[config.mk]
export PLATFORM = sky130hd
export DESIGN_NAME = input_pipeline_ctrl
export DESIGN_NICKNAME = d
export VERILOG_FILES = /design/src/rtl/input_pipeline_ctrl.sv
export SDC_FILE = /design/constraint.sdc
export NUM_CORES = 1
export LEC_CHECK = 0
export ABC_AREA = 1
export BUFFER_PORTS_ARGS = -buffer_cell sky130_fd_sc_hd__buf_4
export CORE_AREA = 4 4 220 222
export CTS_CLUSTER_DIAMETER = 40
export DETAILED_ROUTE_END_ITERATION = 7
export DIE_AREA = 0 0 224 226
export PLACE_DENSITY = 0.59
export SETUP_SLACK_MARGIN = 0.02
export SYNTH_ARGS = -nofsm -noshare
export SYNTH_HDL_FRONTEND = slang
export SYNTH_SLANG_ARGS = --single-unit
[constraint.sdc]
create_clock -name clock -period 10.2 [get_ports clock]
set_clock_uncertainty 0.2 [all_clocks]
set_input_delay 2.04 -clock clock [delete_from_list [all_inputs] [get_ports clock]]
set_output_delay 2.04 -clock clock [all_outputs]
set_load 0.05 [all_outputs]
[src/rtl/input_pipeline_ctrl.sv]
// Streams producer words through an external 1R1W SRAM used as a circular FIFO.
// A 2-entry output buffer absorbs the one-cycle SRAM read latency.
module input_pipeline_ctrl #(
    parameter int ADDR_W = 16,
    parameter int DATA_W = 128
) (
    input  logic              clock,
    input  logic              reset,
    input  logic              in_valid,
    output logic              in_ready,
    input  logic [DATA_W-1:0] in_data,
    output logic              out_valid,
    input  logic              out_ready,
    output logic [DATA_W-1:0] out_data,
    output logic              WE,
    output logic [ADDR_W-1:0] WriteAddress,
    output logic [DATA_W-1:0] WriteBus,
    output logic [ADDR_W-1:0] ReadAddress,
    input  logic [DATA_W-1:0] ReadBus,
    output logic [ADDR_W:0]   mem_count,
    output logic              full,
    output logic              empty
);
    localparam logic [ADDR_W:0] DEPTH = {1'b1, {ADDR_W{1'b0}}};

    logic [ADDR_W-1:0] r_wptr;
    logic [ADDR_W-1:0] r_rptr;
    logic [ADDR_W:0]   r_mem_count;
    logic              r_rd_pend;
    logic [1:0]        r_buf_cnt;
    logic [DATA_W-1:0] r_buf0;
    logic [DATA_W-1:0] r_buf1;

    logic       w_push;
    logic       w_pop;
    logic       w_issue;
    logic [1:0] w_after_pop;
    logic [1:0] w_committed;

    assign full      = (r_mem_count == DEPTH);
    assign empty     = (r_mem_count == '0);
    assign in_ready  = ~full;
    assign out_valid = (r_buf_cnt != 2'd0);
    assign out_data  = r_buf0;

    // Reset wins over both handshakes, so nothing is written or popped that cycle.
    assign w_push      = in_valid & in_ready & ~reset;
    assign w_pop       = out_valid & out_ready & ~reset;
    assign w_after_pop = r_buf_cnt - {1'b0, w_pop};
    assign w_committed = w_after_pop + {1'b0, r_rd_pend};
    assign w_issue     = ~empty & (w_committed < 2'd2);

    assign WE           = w_push;
    assign WriteAddress = r_wptr;
    assign WriteBus     = in_data;
    assign ReadAddress  = r_rptr;
    assign mem_count    = r_mem_count;

    // NOTE: non-blocking assignments so every register samples pre-edge values.
    always_ff @(posedge clock) begin
        if (reset) begin
            r_wptr      <= '0;
            r_rptr      <= '0;
            r_mem_count <= '0;
            r_rd_pend   <= 1'b0;
            r_buf_cnt   <= 2'd0;
        end else begin
            if (w_push) begin
                r_wptr <= r_wptr + ADDR_W'(1);
            end
            if (w_issue) begin
                r_rptr <= r_rptr + ADDR_W'(1);
            end
            case ({w_push, w_issue})
                2'b10:   r_mem_count <= r_mem_count + (ADDR_W+1)'(1);
                2'b01:   r_mem_count <= r_mem_count - (ADDR_W+1)'(1);
                default: r_mem_count <= r_mem_count;
            endcase
            r_rd_pend <= w_issue;
            r_buf_cnt <= w_committed;
        end
    end

    // NOTE: payload registers carry no reset; out_valid alone qualifies them.
    always_ff @(posedge clock) begin
        if (w_pop && r_buf_cnt == 2'd2) begin
            r_buf0 <= r_buf1;
        end
        if (r_rd_pend) begin
            if (w_after_pop == 2'd0) begin
                r_buf0 <= ReadBus;
            end else begin
                r_buf1 <= ReadBus;
            end
        end
    end
endmodule

==> results of run 1 <==
==> cells in the final DEF, fill, tap and decap left out, types with 2 or more instances in the layout <==
cell        synthesis  routed
nand3_1            56      55
dfxtp_1           180     180
nand2_1           325     325
nand3_4             0       2
ha_1               20      20
buf_4             128     314
inv_6               0       7
clkbuf_8            0       3
buf_12              0       2
inv_1             354     353
nor3_1             10      10
clkbuf_16           0      57
clkbuf_1           21       6
o21ai_1            35      35
clkinvlp_4          0       8
clkinv_2            0       7
xnor2_1             6       6
nand3b_1            3       3
nand4_1            10      10
o21ai_0            99      99
xor2_1             21      21
a21oi_1            45      45
nand3_2             3       2
clkinv_4            0      13
nor2_1             56      56
bufinv_16           0       3
nor2b_1             2       2
o211ai_1          129     129
edfxtp_1          128     128
==> flip-flops by register name (all words and copies together), names as in the netlist <==
register and count:
r_buf_cnt 2, mem_count 17, out_data 128, r_rd_pend 1, ReadAddress 16, r_buf1 128
WriteAddress 16
==> power by group <==
group	internal (uW)	switching (uW)
clock	1140	689
combinational	1020	2440
sequential	1830	244
total	3990	3370
==> kinds of logic after synthesis <==
| family | after synthesis | synth area share [%] |
|---|---|---|
| AND/OR/NAND/NOR | 469 | 13.16 |
| adder cells (fa/ha/maj) | 21 | 1.854 |
| flip-flops | 308 | 51.08 |
| buffers and inverters | 552 | 19.16 |
| AO/OA/AOI/OAI | 309 | 12.83 |
| XOR/XNOR | 29 | 1.922 |
==> critical path, cell delays in order <==
cell and delay (ns):
buf_4 0.27, nor2_1 0.46, nand2_2 0.32, inv_1 0.41, buf_4 0.28
==> layout make-up <==
class / instances / share of cell area [%]
Tap cell: 607 / 4.170
Multi-Input combinational cell: 828 / 23.94
Timing Repair Buffer: 316 / 13.16
Inverter: 356 / 7.365
Sequential cell: 308 / 40.89
Clock inverter: 40 / 2.295
Clock buffer: 66 / 8.182
==> stage by stage <==
| stage | hold WS [ns] | std cells | total power, uW | instance area, um^2 | util [%] |
|---|---|---|---|---|---|
| 4_1_cts | 0.2794 | 2521 | 7462 | 18210 | 39.29 |
| 3_5_place_dp | 0.2720 | 2415 | 5579 | 16300 | 35.17 |
| 6_report | 0.2761 | 2521 | 7361 | 18210 | 39.29 |
| 5_1_grt | 0.3079 | 2521 | 7864 | 18210 | 39.29 |
| 3_3_place_gp | 0.2672 | 2415 | 5532 | 16300 | 35.17 |
| 2_1_floorplan | 0.2691 | 1688 | 4708 | 14580 | - |
==> how the worst max path moves through the flow <==
| stage | startpoint | endpoint | cells after the start |
|---|---|---|---|
| 3_5_place_dp | reset | mem_count[15]$_SDFFE_PP0P_ | 19 |
| 6_report | reset | WE | 5 |
| 2_1_floorplan | out_ready | r_buf1[0]$_DFFE_PP_ | 7 |
| 5_1_grt | reset | WE | 5 |
| 3_3_place_gp | reset | mem_count[11]$_SDFFE_PP0P_ | 19 |
| 4_1_cts | reset | WE | 5 |
==> per-layer routing <==
layer	share of wire, %	global-route usage [%]	vias up
met3	10	7.994	106
met1	38	18.82	5104
met2	48	27.92	375
li1	-	-	5654
met5	0.19	0	-
met4	3.6	7.119	12
==> impl_metrics.ini, run 1 <==
[drt]
drc_errors = 0
drt_iter0_markers = 598
drt_pass1_iterations = 5
ant_nets = 0
wl_per_cell_um = 17.90
num_vias = 11251
vias_per_cell = 4.463
routed_wl_mm = 45.14

[grt]
grt_antenna_before_repair = 6
first_global_vias = 10763
grt-ovfl-total = 0
grt_first_pass_wirelength_mm = 66.53
grt_max_degree = 233
grt.total_usage_pct = 16.91

[worst_hold_path]
hold_class = flop to flop
hold_path_depth = 2
min-delay-start = out_data[126]$_DFF_P_
min_to = out_data[126]$_DFF_P_

[clock_tree]
cts_buffers = 57
clk_pin_slew_ns = 0.05
clock-root-buffer = clkbuf_16
cts_hold_buf = 0
insertion_delay_ns = 0.61
htreeDepth = 2
cts.sinks = 308
cts_tree = done
cts_resized = 0
cts_setup_buffers = 0
clockBufferDepth = 3

[sta]
layout_min_cycle_time_ns = 6.047
max_freq_mhz = 165.4
tns_ns = 0
relSlewSlack_pct = 21.16
fin_crit_sh_pct = 59.28
finalSetupViolCount = 0
finalHoldViolCount = 0
slew_viol_final = 0
rsz0062_at_grt = false
worst_pin_slew_ns = 1.183
setup_slack_ns = 4.153

[critical_path]
r2r_setup_slack_ns = 5.58
start_kind = primary input
rr_worst_depth = 21
r2r-start = r_buf_cnt[1]$_SDFF_PP0_
cp.required_ns = 7.96
crit_arrival_ns = 3.81
cp-end-kind = output pin
crit_fanout = 48
timing.rr.end = mem_count[13]$_SDFFE_PP0P_
crit_type = primary input to output pin

[synth]
avgSynthCellArea_um2 = 8.637
ys_seq_area_share_pct = 51.08
ys_types = 32
synth-edff-count = 128
ys_top_cells_by_area = edfxtp_1 (26%), dfxtp_1 (25%), inv_1 (9.1%)
yosysMostFrequentCell = inv_1
synthArstFlopShare_pct = 0
synthesis.area_um2 = 14580
syn_nets = 1969
yosysWarnings = 0
ys_ff_latch = 308
yosys-top-cells-count = inv_1 (354), nand2_1 (325), dfxtp_1 (180)
synth_top_cell_area_share_pct = 26.36
synth_cells = 1688
synth_top_flop_cell = dfxtp_1
yosys.area.top_type = edfxtp_1

[power]
leakagePower_uw = 0.008718
p_per_area_nw_per_um2 = 404.2
ir_drop_mv = 0.2103

[placed_design]
io_buffers = 313
hpwl_mm = 32.96
post-place-ws_ns = 3.860
place_congestion = 0.8390

[floorplanning]
core_area_um2 = 46360
rows = 79
ios = 570
die_w_um = 224
die_area_um2 = 50620
start_util_pct = 31.45
fp.dieH_um = 226

[finish]
multiInputGateArea_um2 = 4359
drive_above_1_share_pct = 22.36
syn2layout_area_growth_pct = 24.92
num-fill-cells = 4616
antenna_cells = 0
fin_nets = 2148
area.sequential_um2 = 7447

[run]
maxCapViolations = 0

[run_status]
status = completed
No activity file was read; power rests on OpenSTA's default activity.
==> inputs of run 2 (changes only) <==
==> constraint.sdc (replaced) <==
create_clock -name clock -period 6.05 [get_ports clock]
set_clock_uncertainty 0.2 [all_clocks]
set_input_delay 1.21 -clock clock [delete_from_list [all_inputs] [get_ports clock]]
set_output_delay 1.21 -clock clock [all_outputs]
set_load 0.05 [all_outputs]
==> run 2 against run 1 <==
Sequential cell count unchanged. Core utilization up 0.74 points. Power up 75%. Largest cell class unchanged. Clock power up 95%. Sequential power up 69%. Count of clock-buffer cells in the layout up 10.
==> impl_metrics.ini, run 2 (synthesis results as in run 1) <==
[run_status]
status = completed

[power]
seq_power_share_pct = 27.0
leakagePower_uw = 0.008903
swShare_pct = 43.89
combPwrFrac_pct = 45.4
internal_power_uw = 7248
p_per_area_nw_per_um2 = 696.0
clkPwrFrac_pct = 27.6
ir_drop_mv = 0.3399
p_switching_uw = 5668

[floorplanning]
core_area_um2 = 46360
start_util_pct = 31.45
die_w_um = 224
ios = 570
rows = 79
fp.dieH_um = 226
die_area_um2 = 50620

[grt]
grt_antenna_before_repair = 9
grt-ovfl-total = 0
grt_first_pass_wirelength_mm = 67.10
first_global_vias = 10912
grt.total_usage_pct = 17.03
grt_max_degree = 143

[sta]
setup_slack_ns = 1.487
worst_pin_slew_ns = 0.8034
rsz0062_at_grt = false
tns_ns = 0
layout_min_cycle_time_ns = 4.563
finalHoldViolCount = 0
fin_crit_sh_pct = 75.42
finalSetupViolCount = 0
slew_viol_final = 0
max_freq_mhz = 219.2
relSlewSlack_pct = 46.44

[critical_path]
rr_worst_depth = 21
cp-end-kind = flop
crit_arrival_ns = 4.84
r2r_setup_slack_ns = 1.50
start_kind = primary input
r2r-start = r_buf_cnt[1]$_SDFF_PP0_
timing.rr.end = mem_count[9]$_SDFFE_PP0P_
crit_type = primary input to flop
cp.required_ns = 6.33
crit_fanout = 17

[drt]
vias_per_cell = 4.493
drc_errors = 0
num_vias = 11403
ant_nets = 0
drt_pass1_iterations = 4
routed_wl_mm = 45.53
drt_iter0_markers = 592
wl_per_cell_um = 17.94

[clock_tree]
clock-root-buffer = clkbuf_16
cts.sinks = 308
clk_pin_slew_ns = 0.05
cts_resized = 0
clockBufferDepth = 3
cts_setup_buffers = 0
cts_tree = done
cts_hold_buf = 0
htreeDepth = 2
cts_buffers = 61
insertion_delay_ns = 0.59

[placed_design]
io_buffers = 313
hpwl_mm = 33.45
post-place-ws_ns = 0.8718
place_congestion = 0.8364

[finish]
final_common_cell = inv_1
layout_common_cells = inv_1 (353), nand2_1 (325), buf_4 (319)
syn2layout_area_growth_pct = 27.29
num-fill-cells = 4574
fin_nets = 2158
drive_above_1_share_pct = 22.54

[run]
maxCapViolations = 0

[worst_hold_path]
min_to = out_data[126]$_DFF_P_
min-delay-start = out_data[126]$_DFF_P_
hold_class = flop to flop
hold_path_depth = 2
[run 2: stage by stage]
stage          cell area [um^2]  total power, uW  hold slack (ns)  instances  util, %
4_1_cts                   18560            13090           0.2781       2537    40.03
3_3_place_gp              16360             9352           0.2631       2421    35.29
5_1_grt                   18560            13760           0.2929       2537    40.03
6_report                  18560            12920           0.2727       2538    40.03
3_5_place_dp              16360             9438           0.2704       2421    35.29
2_1_floorplan             14580             7938           0.2691       1688        -
[run 2: critical path, cell delays in order]
cell	delay [ns]
buf_4	0.08
nand2_1	0.05
nor2_2	0.23
ha_1	0.34
inv_1	0.08
ha_1	0.25
xor2_4	0.29
nand2_4	0.18
inv_2	0.21
ha_1	0.58
ha_1	0.39
or2_2	0.33
nand3b_1	0.11
nand2_1	0.11
nand2_1	0.10
nand2_1	0.06
nand2_1	0.06
nand3_1	0.06
nand2_1	0.08
inv_1	0.04
[run 2: final cells by class]
type / instances / area [um^2] / share of cell area, %
inverter: 356 / 1341 / 7.228
multi-input combinational: 828 / 4359 / 23.49
clock buffer: 76 / 1664 / 8.967
antenna: 1 / 2.502 / 0.01348
clock inverter: 40 / 529.3 / 2.852
sequential: 308 / 7447 / 40.13
timing repair buffer: 322 / 2455 / 13.23
tap: 607 / 759.5 / 4.093
[run 2: layer usage]
metal  track usage [%]  up-vias  routed length, um
li1                  -     5681                  -
met3             8.345      113               4913
met2             27.91      368              21790
met1             19.11     5225              17250
met5                 0        -                 98
met4             6.741       16               1471
[run 2: power by group through the flow]
stage | combinational [uW] | clock, uW | sequential (uW)
finish | 5870 | 3560 | 3490
detailed placement | 5920 | 0 | 3520
floorplan | 2800 | 0 | 5140
global placement | 5850 | 0 | 3510
global route | 6450 | 3740 | 3570
CTS | 5950 | 3640 | 3500
[run 2: how the worst max path moves through the flow]
stage	endpoint	from	slack [ns]
final	mem_count[9]$_SDFFE_PP0P_	out_ready	1.49
after global routing	mem_count[9]$_SDFFE_PP0P_	r_buf_cnt[1]$_SDFF_PP0_	1.05
after CTS	mem_count[9]$_SDFFE_PP0P_	r_buf_cnt[1]$_SDFF_PP0_	1.46
after detailed placement	mem_count[9]$_SDFFE_PP0P_	out_ready	0.87
after global placement	mem_count[15]$_SDFFE_PP0P_	reset	1.00
after floorplan	r_buf1[0]$_DFFE_PP_	out_ready	1.06
==> inputs of run 3 (changes only) <==
==> constraint.sdc (replaced) <==
create_clock -name clock -period 4.4 [get_ports clock]
set_clock_uncertainty 0.2 [all_clocks]
set_input_delay 0.88 -clock clock [delete_from_list [all_inputs] [get_ports clock]]
set_output_delay 0.88 -clock clock [all_outputs]
set_load 0.05 [all_outputs]
==> run 3 against run 2 <==
Combinational power is 44% higher. Non-clock buffer count is 21 higher. Core utilization is 0.45 points higher. Register-to-register slack worse by 1.0 ns. Sequential share of layout area is 0.44 points lower. Global-route usage is 0.34 points higher. Sequential power is 37% higher. Wire length is 1.2% higher. Critical endpoint is now mem_count[11]$_SDFFE_PP0P_. Largest cell class unchanged.
==> impl_metrics.ini, run 3 (synthesis results as in run 1) <==
[clock_tree]
cts_buffers = 59
cts_tree = done
clk_pin_slew_ns = 0.05
cts_setup_buffers = 0
cts.sinks = 308
insertion_delay_ns = 0.60
cts_resized = 0
htreeDepth = 2
cts_hold_buf = 0
clock-root-buffer = clkbuf_16
clockBufferDepth = 3

[critical_path]
slowest_delay_ns = 0.45
timing.rr.end = mem_count[11]$_SDFFE_PP0P_
rr_worst_depth = 22
crit_family = simple AND/OR/NAND/NOR gates
cp.required_ns = 4.68
crit_buf_inv = 5
crit_fanout = 17
cp-end-kind = flop
crit_type = flop to flop
cp.depth = 22
r2r_setup_slack_ns = 0.47
start_kind = flop
r2r-start = r_buf_cnt[1]$_SDFF_PP0_
cp_common_cell = nand2_1
cp_cell_sequence = inv_1, nand2_1, nand2_1, nor2_2, ha_1, inv_1, ha_1, xor2_4, nand2_4, inv_2, ha_1, buf_4, ha_1, or2_2, nand3_1, nand2_1, nand2_1, nand2_1, nand2_1, nand3_1, nand2_1, inv_1
critPathSlowestCell = dfxtp_1
crit_arrival_ns = 4.21

[floorplanning]
die_w_um = 224
start_util_pct = 31.45
fp.dieH_um = 226
ios = 570
die_area_um2 = 50620
core_area_um2 = 46360
rows = 79

[drt]
drt_pass1_iterations = 6
routed_wl_mm = 46.05
drt_iter0_markers = 571
wl_per_cell_um = 18.03
ant_nets = 0
num_vias = 11491
drc_errors = 0
vias_per_cell = 4.499

[sta]
relSlewSlack_pct = 50.42
fin_crit_sh_pct = 89.36
tns_ns = 0
rsz0062_at_grt = false
worst_pin_slew_ns = 0.7437
finalHoldViolCount = 0
max_freq_mhz = 254.3
layout_min_cycle_time_ns = 3.932
slew_viol_final = 0
holdWs_ns = 0.2624
finalSetupViolCount = 0

[power]
seq_power_share_pct = 26.7
p_total_uw = 17970
p_per_area_nw_per_um2 = 957.8
p_switching_uw = 7958
leakagePower_uw = 0.009010
swShare_pct = 44.28
ir_drop_mv = 0.6057
combPwrFrac_pct = 46.9
internal_power_uw = 10010
clkPwrFrac_pct = 26.4

[finish]
layout_common_cells = inv_1 (353), buf_4 (331), nand2_1 (325)
antenna_cells = 0
area.sequential_um2 = 7447
final_common_cell = inv_1
drive_above_1_share_pct = 23.73
num-fill-cells = 4569
multiInputGateArea_um2 = 4359
design_area_um2 = 18760
fin_nets = 2177
syn2layout_area_growth_pct = 28.71

[grt]
first_global_vias = 11210
grt.total_usage_pct = 17.37
grt_max_degree = 93
grt_antenna_before_repair = 3
grt-ovfl-total = 0
grt_first_pass_wirelength_mm = 68.68

[run]
maxCapViolations = 0

[worst_hold_path]
min_to = r_buf1[86]$_DFFE_PP_
hold_class = primary input to flop
min-delay-start = ReadBus[86]
hold_path_depth = 1

[placed_design]
place_congestion = 0.8880
io_buffers = 313
hpwl_mm = 34.61
placed_area_um2 = 16630

[run_status]
status = completed
## run 3: changes by cell type in the layout (fill, tap and decap cells not counted), moves of 4 or more
cell      delta
buf_4       +12
clkinv_1     -7
buf_12       +9
inv_6        +4
## run 3: routing by layer
metal,track usage (%),up-vias,wire [um]
met5,0,-,34
met4,6.801,4,1540
met3,7.240,128,4440
met2,29.10,395,22320
met1,19.79,5247,17720
li1,-,5717,-
## run 3: worst max-delay path by stage
stage	startpoint	endpoint	slack, ns
after detailed placement	reset	mem_count[11]$_SDFFE_PP0P_	0.22
after global routing	r_buf_cnt[1]$_SDFF_PP0_	mem_count[15]$_SDFFE_PP0P_	0.19
after floorplan	out_ready	r_buf1[0]$_DFFE_PP_	0.27
after CTS	r_buf_cnt[1]$_SDFF_PP0_	mem_count[11]$_SDFFE_PP0P_	0.50
final	r_buf_cnt[1]$_SDFF_PP0_	mem_count[11]$_SDFFE_PP0P_	0.47
after global placement	reset	mem_count[15]$_SDFFE_PP0P_	0.31
## run 3: power groups by stage
stage / sequential [uW] / combinational [uW] / clock [uW]
final: 4790 / 8430 / 4740
after global routing: 4910 / 9260 / 4990
after CTS: 4800 / 8550 / 4860
after detailed placement: 4830 / 8510 / 0
after global placement: 4810 / 8380 / 0
after floorplan: 7040 / 3850 / 0
## run 3: area by class of cell
type	instances	area share, %
Inverter	356	7.141
Clock buffer	71	8.602
Multi-Input combinational cell	828	23.23
Sequential cell	308	39.69
Clock inverter	41	2.767
Tap cell	607	4.047
Timing Repair Buffer	343	14.52
## run 3: through the flow
stage	utilization [%]	std cells	setup WS, ns
2_1_floorplan	-	1688	0.2684
3_3_place_gp	35.87	2442	0.3122
3_5_place_dp	35.87	2442	0.2216
4_1_cts	40.48	2554	0.5023
5_1_grt	40.48	2554	0.1943
6_report	40.48	2554	0.4680
